**config.mk**
```make
export PLATFORM = sky130hd
export DESIGN_NAME = rf_multiport
export DESIGN_NICKNAME = d
export VERILOG_FILES = /design/src/rtl/rf_pkg.sv /design/src/rtl/rf_scoreboard.sv /design/src/rtl/rf_multiport.sv
export SDC_FILE = /design/constraint.sdc
export NUM_CORES = 2
export LEC_CHECK = 0
export BUFFER_PORTS_ARGS = -buffer_cell sky130_fd_sc_hd__buf_2
export CORE_ASPECT_RATIO = 0.5
export CORE_MARGIN = 2
export CORE_UTILIZATION = 30
export DETAILED_ROUTE_END_ITERATION = 8
export GPL_ROUTABILITY_DRIVEN = 0
export PLACE_DENSITY = 0.47
export REMOVE_ABC_BUFFERS = 1
export SYNTH_ARGS = -nofsm -noshare
export SYNTH_HDL_FRONTEND = slang
export SYNTH_SLANG_ARGS = --single-unit
```
**constraint.sdc**
```tcl
create_clock -name cpu_clk -period 2 [get_ports cpu_clk]
set_input_delay 0.1 -clock cpu_clk [delete_from_list [all_inputs] [get_ports cpu_clk]]
set_output_delay 0.1 -clock cpu_clk [all_outputs]
set_load 0.03 [all_outputs]
```
**src/rtl/rf_pkg.sv**
```systemverilog
// Shared definitions for the multiport register file: address-width helper,
// default geometry and the writeback request struct.
package rf_pkg;

    localparam int RF_DATA_W_DEF = 32;
    localparam int RF_DEPTH_DEF  = 32;

    function automatic int rf_aw(input int depth);
        return $clog2(depth);
    endfunction

    localparam int RF_AW_DEF = rf_aw(RF_DEPTH_DEF);

    typedef struct packed {
        logic                     we;
        logic [RF_AW_DEF-1:0]     addr;
        logic [RF_DATA_W_DEF-1:0] data;
    } rf_wr_t;

endpackage

```
**src/rtl/rf_scoreboard.sv**
```systemverilog
// Per-register busy vector: writes clear, issue sets (issue wins on collision).
// Exposes the current busy bit of each read port's address combinationally.
module rf_scoreboard
    import rf_pkg::*;
#(
    parameter int DEPTH    = RF_DEPTH_DEF,
    parameter int NUM_RD   = 2,
    parameter int ZERO_REG = 1,
    localparam int AW      = rf_aw(DEPTH)
) (
    input  logic                 clk,
    input  logic                 srst,
    input  logic                 we0,
    input  logic [AW-1:0]        wr0,
    input  logic                 we1,
    input  logic [AW-1:0]        wr1,
    input  logic                 issue_en,
    input  logic [AW-1:0]        issue_addr,
    input  logic [NUM_RD*AW-1:0] rd_addr,
    output logic [NUM_RD-1:0]    rd_busy
);

    logic [DEPTH-1:0] busy_q;
    logic [DEPTH-1:0] busy_d;

    always_comb begin
        busy_d = busy_q;
        if (we0) busy_d[wr0] = 1'b0;
        if (we1) busy_d[wr1] = 1'b0;
        // A freshly issued producer supersedes any result retiring this cycle.
        if (issue_en && !(ZERO_REG != 0 && issue_addr == '0)) busy_d[issue_addr] = 1'b1;
        if (ZERO_REG != 0) busy_d[0] = 1'b0;
    end

    always_ff @(posedge clk) begin
        if (srst) busy_q <= '0;
        else      busy_q <= busy_d;
    end

    for (genvar gi = 0; gi < NUM_RD; gi++) begin : g_lookup
        assign rd_busy[gi] = busy_q[rd_addr[gi*AW +: AW]];
    end

endmodule

```
**src/rtl/rf_multiport.sv**
```systemverilog
// Register file with NUM_RD registered read ports, two prioritised write ports
// and a busy scoreboard. Define RF_BYPASS_EN for write-first same-cycle reads.
module rf_multiport
    import rf_pkg::*;
#(
    parameter int DATA_W   = RF_DATA_W_DEF,
    parameter int DEPTH    = RF_DEPTH_DEF,
    parameter int NUM_RD   = 2,
    parameter int ZERO_REG = 1,
    localparam int AW      = rf_aw(DEPTH)
) (
    input  logic                     cpu_clk,
    input  logic                     cpu_rst,
    input  logic [NUM_RD-1:0]        rd_en,
    input  logic [NUM_RD*AW-1:0]     rd_addr,
    output logic [NUM_RD*DATA_W-1:0] rd_data,
    output logic [NUM_RD-1:0]        rd_busy,
    input  logic                     we0,
    input  logic [AW-1:0]            wR0,
    input  logic [DATA_W-1:0]        wD0,
    input  logic                     we1,
    input  logic [AW-1:0]            wR1,
    input  logic [DATA_W-1:0]        wD1,
    input  logic                     issue_en,
    input  logic [AW-1:0]            issue_addr
);

    logic [DATA_W-1:0] regs_q [DEPTH];
    logic [DATA_W-1:0] regs_d [DEPTH];
    logic [NUM_RD-1:0] sb_busy;

    rf_scoreboard #(
        .DEPTH    (DEPTH),
        .NUM_RD   (NUM_RD),
        .ZERO_REG (ZERO_REG)
    ) u_scoreboard (
        .clk        (cpu_clk),
        .srst       (cpu_rst),
        .we0        (we0),
        .wr0        (wR0),
        .we1        (we1),
        .wr1        (wR1),
        .issue_en   (issue_en),
        .issue_addr (issue_addr),
        .rd_addr    (rd_addr),
        .rd_busy    (sb_busy)
    );

    // Port 1 is applied last so it wins a same-address collision.
    always_comb begin
        for (int i = 0; i < DEPTH; i++) regs_d[i] = regs_q[i];
        if (we0 && !(ZERO_REG != 0 && wR0 == '0)) regs_d[wR0] = wD0;
        if (we1 && !(ZERO_REG != 0 && wR1 == '0)) regs_d[wR1] = wD1;
    end

    always_ff @(posedge cpu_clk) begin
        if (cpu_rst) begin
            for (int i = 0; i < DEPTH; i++) regs_q[i] <= '0;
        end else begin
            for (int i = 0; i < DEPTH; i++) regs_q[i] <= regs_d[i];
        end
    end

    for (genvar gi = 0; gi < NUM_RD; gi++) begin : g_rd
        logic [AW-1:0]     addr;
        logic [DATA_W-1:0] data_d;
        logic [DATA_W-1:0] data_q;
        logic              busy_d;
        logic              busy_q;

        assign addr = rd_addr[gi*AW +: AW];

        always_comb begin
            data_d = data_q;
            busy_d = busy_q;
            if (rd_en[gi]) begin
                data_d = regs_q[addr];
                busy_d = sb_busy[gi];
`ifdef RF_BYPASS_EN
                if (we0 && wR0 == addr) begin
                    data_d = wD0;
                    busy_d = 1'b0;
                end
                if (we1 && wR1 == addr) begin
                    data_d = wD1;
                    busy_d = 1'b0;
                end
`endif
                // Register 0 must stay zero even when a bypassed write targets it.
                if (ZERO_REG != 0 && addr == '0) begin
                    data_d = '0;
                    busy_d = 1'b0;
                end
            end
        end

        always_ff @(posedge cpu_clk) begin
            if (cpu_rst) begin
                data_q <= '0;
                busy_q <= 1'b0;
            end else begin
                data_q <= data_d;
                busy_q <= busy_d;
            end
        end

        assign rd_data[gi*DATA_W +: DATA_W] = data_q;
        assign rd_busy[gi]                  = busy_q;
    end

endmodule

```
Yosys cells after proc, flatten, opt, wreduce, memory -nomap -nowiden --
Memories as Yosys holds them, arrays and structs flattened. Cells that the tools add are included.
Word-level totals: input bits 96, register bits 98, latch bits 0, bits in writable memories 1024, memory bits (read-only) 0, memories 1, word-level logic and storage cells 134, output and inout port bits 66
Memories:
- regs_q | words 32, bits a word 32, read ports 34, clocked after Yosys merged registers in 0, write ports 32, RTL line rf_multiport.sv:28 | logic [DATA_W-1:0] regs_q [DEPTH];
Cells by class: $mul 0, divide/modulo/power cells 0, magnitude comparators 12, add/subtract/negate cells 0, bitwise logic cells 39, multiplexer cells 60, equality and inequality tests 0, shift-type cells 0, reduce and logical (&&, ||, !) cells 16
Operators by type and width (number):
- 1024-bit bitwise mux | 2
- 1024-bit 2-to-1 mux | 2
- 32-bit 2-to-1 mux | 39
- 32-bit demux with 5-bit select | 2
- 32-bit AND | 2
- 32-bit NOT | 2
- 1-bit bitwise OR | 32
- 32-bit bitwise OR | 1
- 5-bit by 6-bit less-than comparator with 1-bit output (second input constant) | 5
- 5-bit zero test | 5
- 1-bit demux with 5-bit select | 3
- 5-bit by 1-bit greater-or-equal comparator with 1-bit output (second input constant) | 3
- 6-bit greater-or-equal comparator (second input constant) | 2
- 6-bit by 1-bit less-than comparator with 1-bit output (second input constant) | 2
- 5-bit NOT with 6-bit output | 2
- 1-bit binary-select mux with 5-bit select | 2
- 1-bit 2-to-1 mux | 10
- 1-bit logical AND | 8
- 1-bit zero test | 3

Depth between registers and ports, before layout --
depth after elaboration 11, mapped depth 9, gate-level depth less buffers 5

Hierarchy --
Synthesis repeated with hierarchy kept, for this count alone.
Second synthesis, totals: cell total of the unflattened synthesis 7166, area, all modules 65743.1 µm²
Modules (own cells, without submodules):
- rf_multiport | sequential area each 21820.9 µm², cells an instance 6921, area an instance 63644.8 µm², instances 1
- rf_scoreboard | sequential area each 620.6 µm², cells an instance 245, area an instance 2098.3 µm², instances 1

Worst setup path before layout --
OpenSTA, ideal clock, no wires.
path kind input to register, from input rd_addr[0], to register g_rd[0].data_q[30], setup slack 0.186 ns, buffers on the path 2, required time 1.859 ns, library setup time 0.141 ns, stages 6, arrival time 1.672 ns, path through buf_2 > buf_2 > mux4_2 > mux4_2 > clkinv_1 > o221ai_1
Between the ends: longest elaborated chain between the ends 2, elaborated cells on any way between the ends 3, classes of those cells mux: 1; reduce/logical: 1; memory: 1
Ends and longest elaborated chain:
- from (decl) | RTL line rf_multiport.sv:15 | input logic [NUM_RD*AW-1:0] rd_addr,
- memory 32 x 32 bit / 5-bit zero test (equally long branches)
- 32-bit 2-to-1 mux (*) | RTL line rf_multiport.sv:90 | if (ZERO_REG != 0 && addr == '0) begin
- to (signal assigned) | RTL line rf_multiport.sv:102 | data_q <= data_d;
- to (decl) | RTL line rf_multiport.sv:67 | logic [DATA_W-1:0] data_q;
Mark *: on every way between the ends. The rest lies on a longest branch, timed or not. A chain may end at the register's enable or synchronous reset.

==> impl_metrics.csv <==
group,metric,value,unit
yosys,synthAdderAreaFrac,0,%
outcome,status,"finished clean",
global_routing,grtUsageTotal,28.78,%
floorplan,io_pins,162,
timing,tightest_slew,936.7,ps
timing,fin_crit_sh,97.94,%
worst_setup_path,crit_path_max_fanout,123,
floorplan,die_w,662.4,um
yosys,synth_cell_types,53,
finish,fillers,21110,
clock_network,clock_latency,790,ps
yosys,syn_area,65020,um^2
yosys,synth_top_family_by_area,"multiplexers",
worst_setup_path,worstSetupEndpointType,"flop",
yosys,avgSynthCellArea,9.940,um^2
global_routing,grt_pass1_vias,56950,
clock_network,clockRootBuffer,"clkbuf_16",
floorplan,core,214700,um^2
pwr,p_total,53.88,mW
floorplan,dieHeight,333.2,um
yosys,synthArstFlopShare,0,%
placement,place_hpwl,212.8,mm
timing,fmax,510.5,MHz
worst_setup_path,critPathKind,"in2reg",
finish,seqCellArea,22440,um^2
placement,dp.cells,9212,
yosys,synthSimpleGateAreaFrac,11.15,%
global_routing,overflow,0,
yosys,synth_seq_cells,1121,
flow_run,cap_violations,0,
placement,place_ws,-311.4,ps
worst_setup_path,slowest_delay,600,ps
yosys,synth_compound_area_share,19.40,%
clock_network,cts_buffers,120,
clock_network,cts.sink_count,1121,
yosys,synth_cells,6541,
global_routing,grt_max_degree,162,
yosys,synth_edf_count,0,
worst_setup_path,worstPathRequired,2680,ps
drt,antenna_left,0,
drt,viasPerCell,6.414,
global_routing,antenna_found_initial,22,
timing,max_slew_margin,37.41,%
worst_setup_path,cp_slowest_cell,"dlygate4sd3_1",
worst_setup_path,critPathLaunchType,"input port",
drt,drt-initial-drc-count,8635,
drt,drt_first_pass_iters,7,
clock_network,clk_path_buf_depth,3,
yosys,synth_mux_area_share,28.31,%
global_routing,busiest_layer,"met2",
global_routing,use_met3,6.322,%
finish,syn_to_final_growth,20.83,%
worst_setup_path,crit_path_cell_trace,"dlygate4sd3_1 -> buf_8 -> buf_4 -> buf_4 -> buf_12 -> a311oi_1 -> dlygate4sd3_1",
finish,nNetsFinal,6674,
timing,period_minus_slack,1959,ps
timing,finalMaxSlewViolations,0,
pwr,cellPowerDensity,685.8,nW/um^2
pwr,p_leak,28.21,nW
floorplan,dieArea,220700,um^2
finish,multi_input_area,38930,um^2
finish,drive_above_1_share,25.30,%
clock_network,cts_tree,"done",
global_routing,grt_first_pass_wirelength,459.7,mm
drt,wl_per_cell,34.35,um
yosys,synth_seq_area_share,34.52,%
finish,final_cells,9541,
clock_network,clk_pin_slew,70,ps
drt,vias,61190,
yosys,yosysWarnings,0,
yosys,synth_xor_xnor_area_share,0,%
global_routing,grt_use_met1,40.53,%
timing,finalHoldViolCount,0,
global_routing,grtUsageMet2,42.47,%
pwr,ir_drop,635.5,uV
timing,rsz0062_at_grt,"false",
timing,setup_viol,0,
worst_hold_path,min_path_type,"in2reg",
yosys,synthFlopType,"dfxtp_1",
timing,skew,25.26,ps
timing,worst_slack,41.19,ps
drt,drc_errors,0,
worst_setup_path,crit_arrival,2640,ps
clock_network,htree_levels,3,
drt,drt_wl_total,327.8,mm
floorplan,start_util,30.28,%
placement,portBuffers,161,
floorplan,std_cell_rows,120,
area by class of cell:
type | instances | share of cell area [%]
inverter | 66 | 0.3153
tap | 2867 | 4.566
clock inverter | 38 | 0.5925
multi-input combinational | 4428 | 49.55
timing repair buffer | 841 | 11.82
clock buffer | 175 | 4.574
antenna | 5 | 0.01593
sequential | 1121 | 28.57
registers in the layout, indices dropped and copies added (netlist names):
signal / flops
g_rd.busy_q: 2
u_scoreboard.busy_q: 31
regs_q: 1024
g_rd.data_q: 64
final timing paths:
| check | cells after the start | slack, ps | endpoint | start |
|---|---|---|---|---|
| hold / removal | 5 | 30 | regs_q[21][7] | wR1[1] |
| setup reg to reg | 4 | 80 | g_rd[0].data_q[4] | regs_q[23][4] |
| hold reg to reg | 1 | 480 | regs_q[0][10] | regs_q[0][10] |
| setup / recovery | 7 | 40 | regs_q[7][28] | cpu_rst |
cells in the final DEF (no fill, tap or decap), types with 13 or more instances in the layout:
cell type	Yosys	routed
dfxtp_1	1121	1121
nor2_1	1080	1064
a211oi_1	760	760
mux4_2	586	586
mux2i_1	482	482
a32oi_1	403	403
buf_4	24	332
nand2_1	327	276
buf_12	0	237
a311oi_1	236	236
nand3_1	231	223
buf_2	167	152
clkbuf_16	0	124
dlygate4sd3_1	0	108
o21ai_1	61	61
inv_1	53	53
nand2_4	0	38
nor2b_1	40	38
a21oi_1	37	37
mux2_2	34	34
clkbuf_8	0	32
a221oi_2	31	31
o22ai_1	30	29
clkbuf_1	660	20
clkinv_2	0	20
nor2_4	0	14
nand2b_1	13	13
nor3_4	3	13
Yosys cell counts (all sizes together), types with 3 or more instances:
cell	n	area share, %
buf	266	2.4
dfxtp	1121	35
clkbuf	660	3.8
nor3	19	0.28
a32oi	403	5.4
nor2b	40	0.38
mux2i	482	7.4
a21oi	37	0.28
and2	3	0.029
o22ai	30	0.29
a311oi	236	3.2
nor2	1085	6.3
a2bb2oi	7	0.094
a221oi	33	0.74
mux2	34	0.59
nand2b	14	0.14
a211oi	760	8.8
inv	54	0.31
nand3b	5	0.058
clkinv	12	0.069
mux4	586	20
nand3	231	1.8
nand2	328	1.9
o21ai	63	0.48
nor4	4	0.071
o221ai	3	0.040
nor3b	6	0.077
critical path: cells and delay by family:
family | cells | cell delay [ps]
buf+inv | 6 | 2230
compound gates | 1 | 110
report_power, final:
group          switching, mW  internal, mW  leakage, nW
sequential             0.377          22.7         9.06
clock                   10.5          13.6         2.01
combinational           4.20          2.43         17.1
cell families (layout without fill, tap and decap cells):
logic type      Yosys count  after routing
compound gates         1578           1578
buf+inv                 992           1120
flops                  1121           1121
mux                    1102           1102
other cells               0              5
simple gates           1748           1748
stage by stage:
step	instance area, um^2	TNS [ps]	hold slack [ps]	utilization, %
detailed placement	73320	-7010	467.3	34.15
floorplan	60960	-3654780	169.1	-
global placement	73320	-6529	464.5	34.15
finish	78560	0	33.61	36.59
CTS	78470	0	1.189	36.55
global route	78560	0	30.75	36.59
per-layer routing:
layer / up-vias / part of all wire [%]
met2: 3759 / 43
met5: - / 0.048
li1: 25430 / -
met3: 706 / 10
met1: 31280 / 42
met4: 18 / 4.6
what timing repair did:
| item | in CTS | in global routing |
|---|---|---|
| endpoints found under the setup margin | 0 | 9 |
| resized for setup | 0 | 9 |
| hold endpoints to repair | 966 | 0 |
| hold buffers | 109 | 0 |
| buffers inserted | 0 | 2 |
Note: power is estimated with default switching activity, not from simulation.
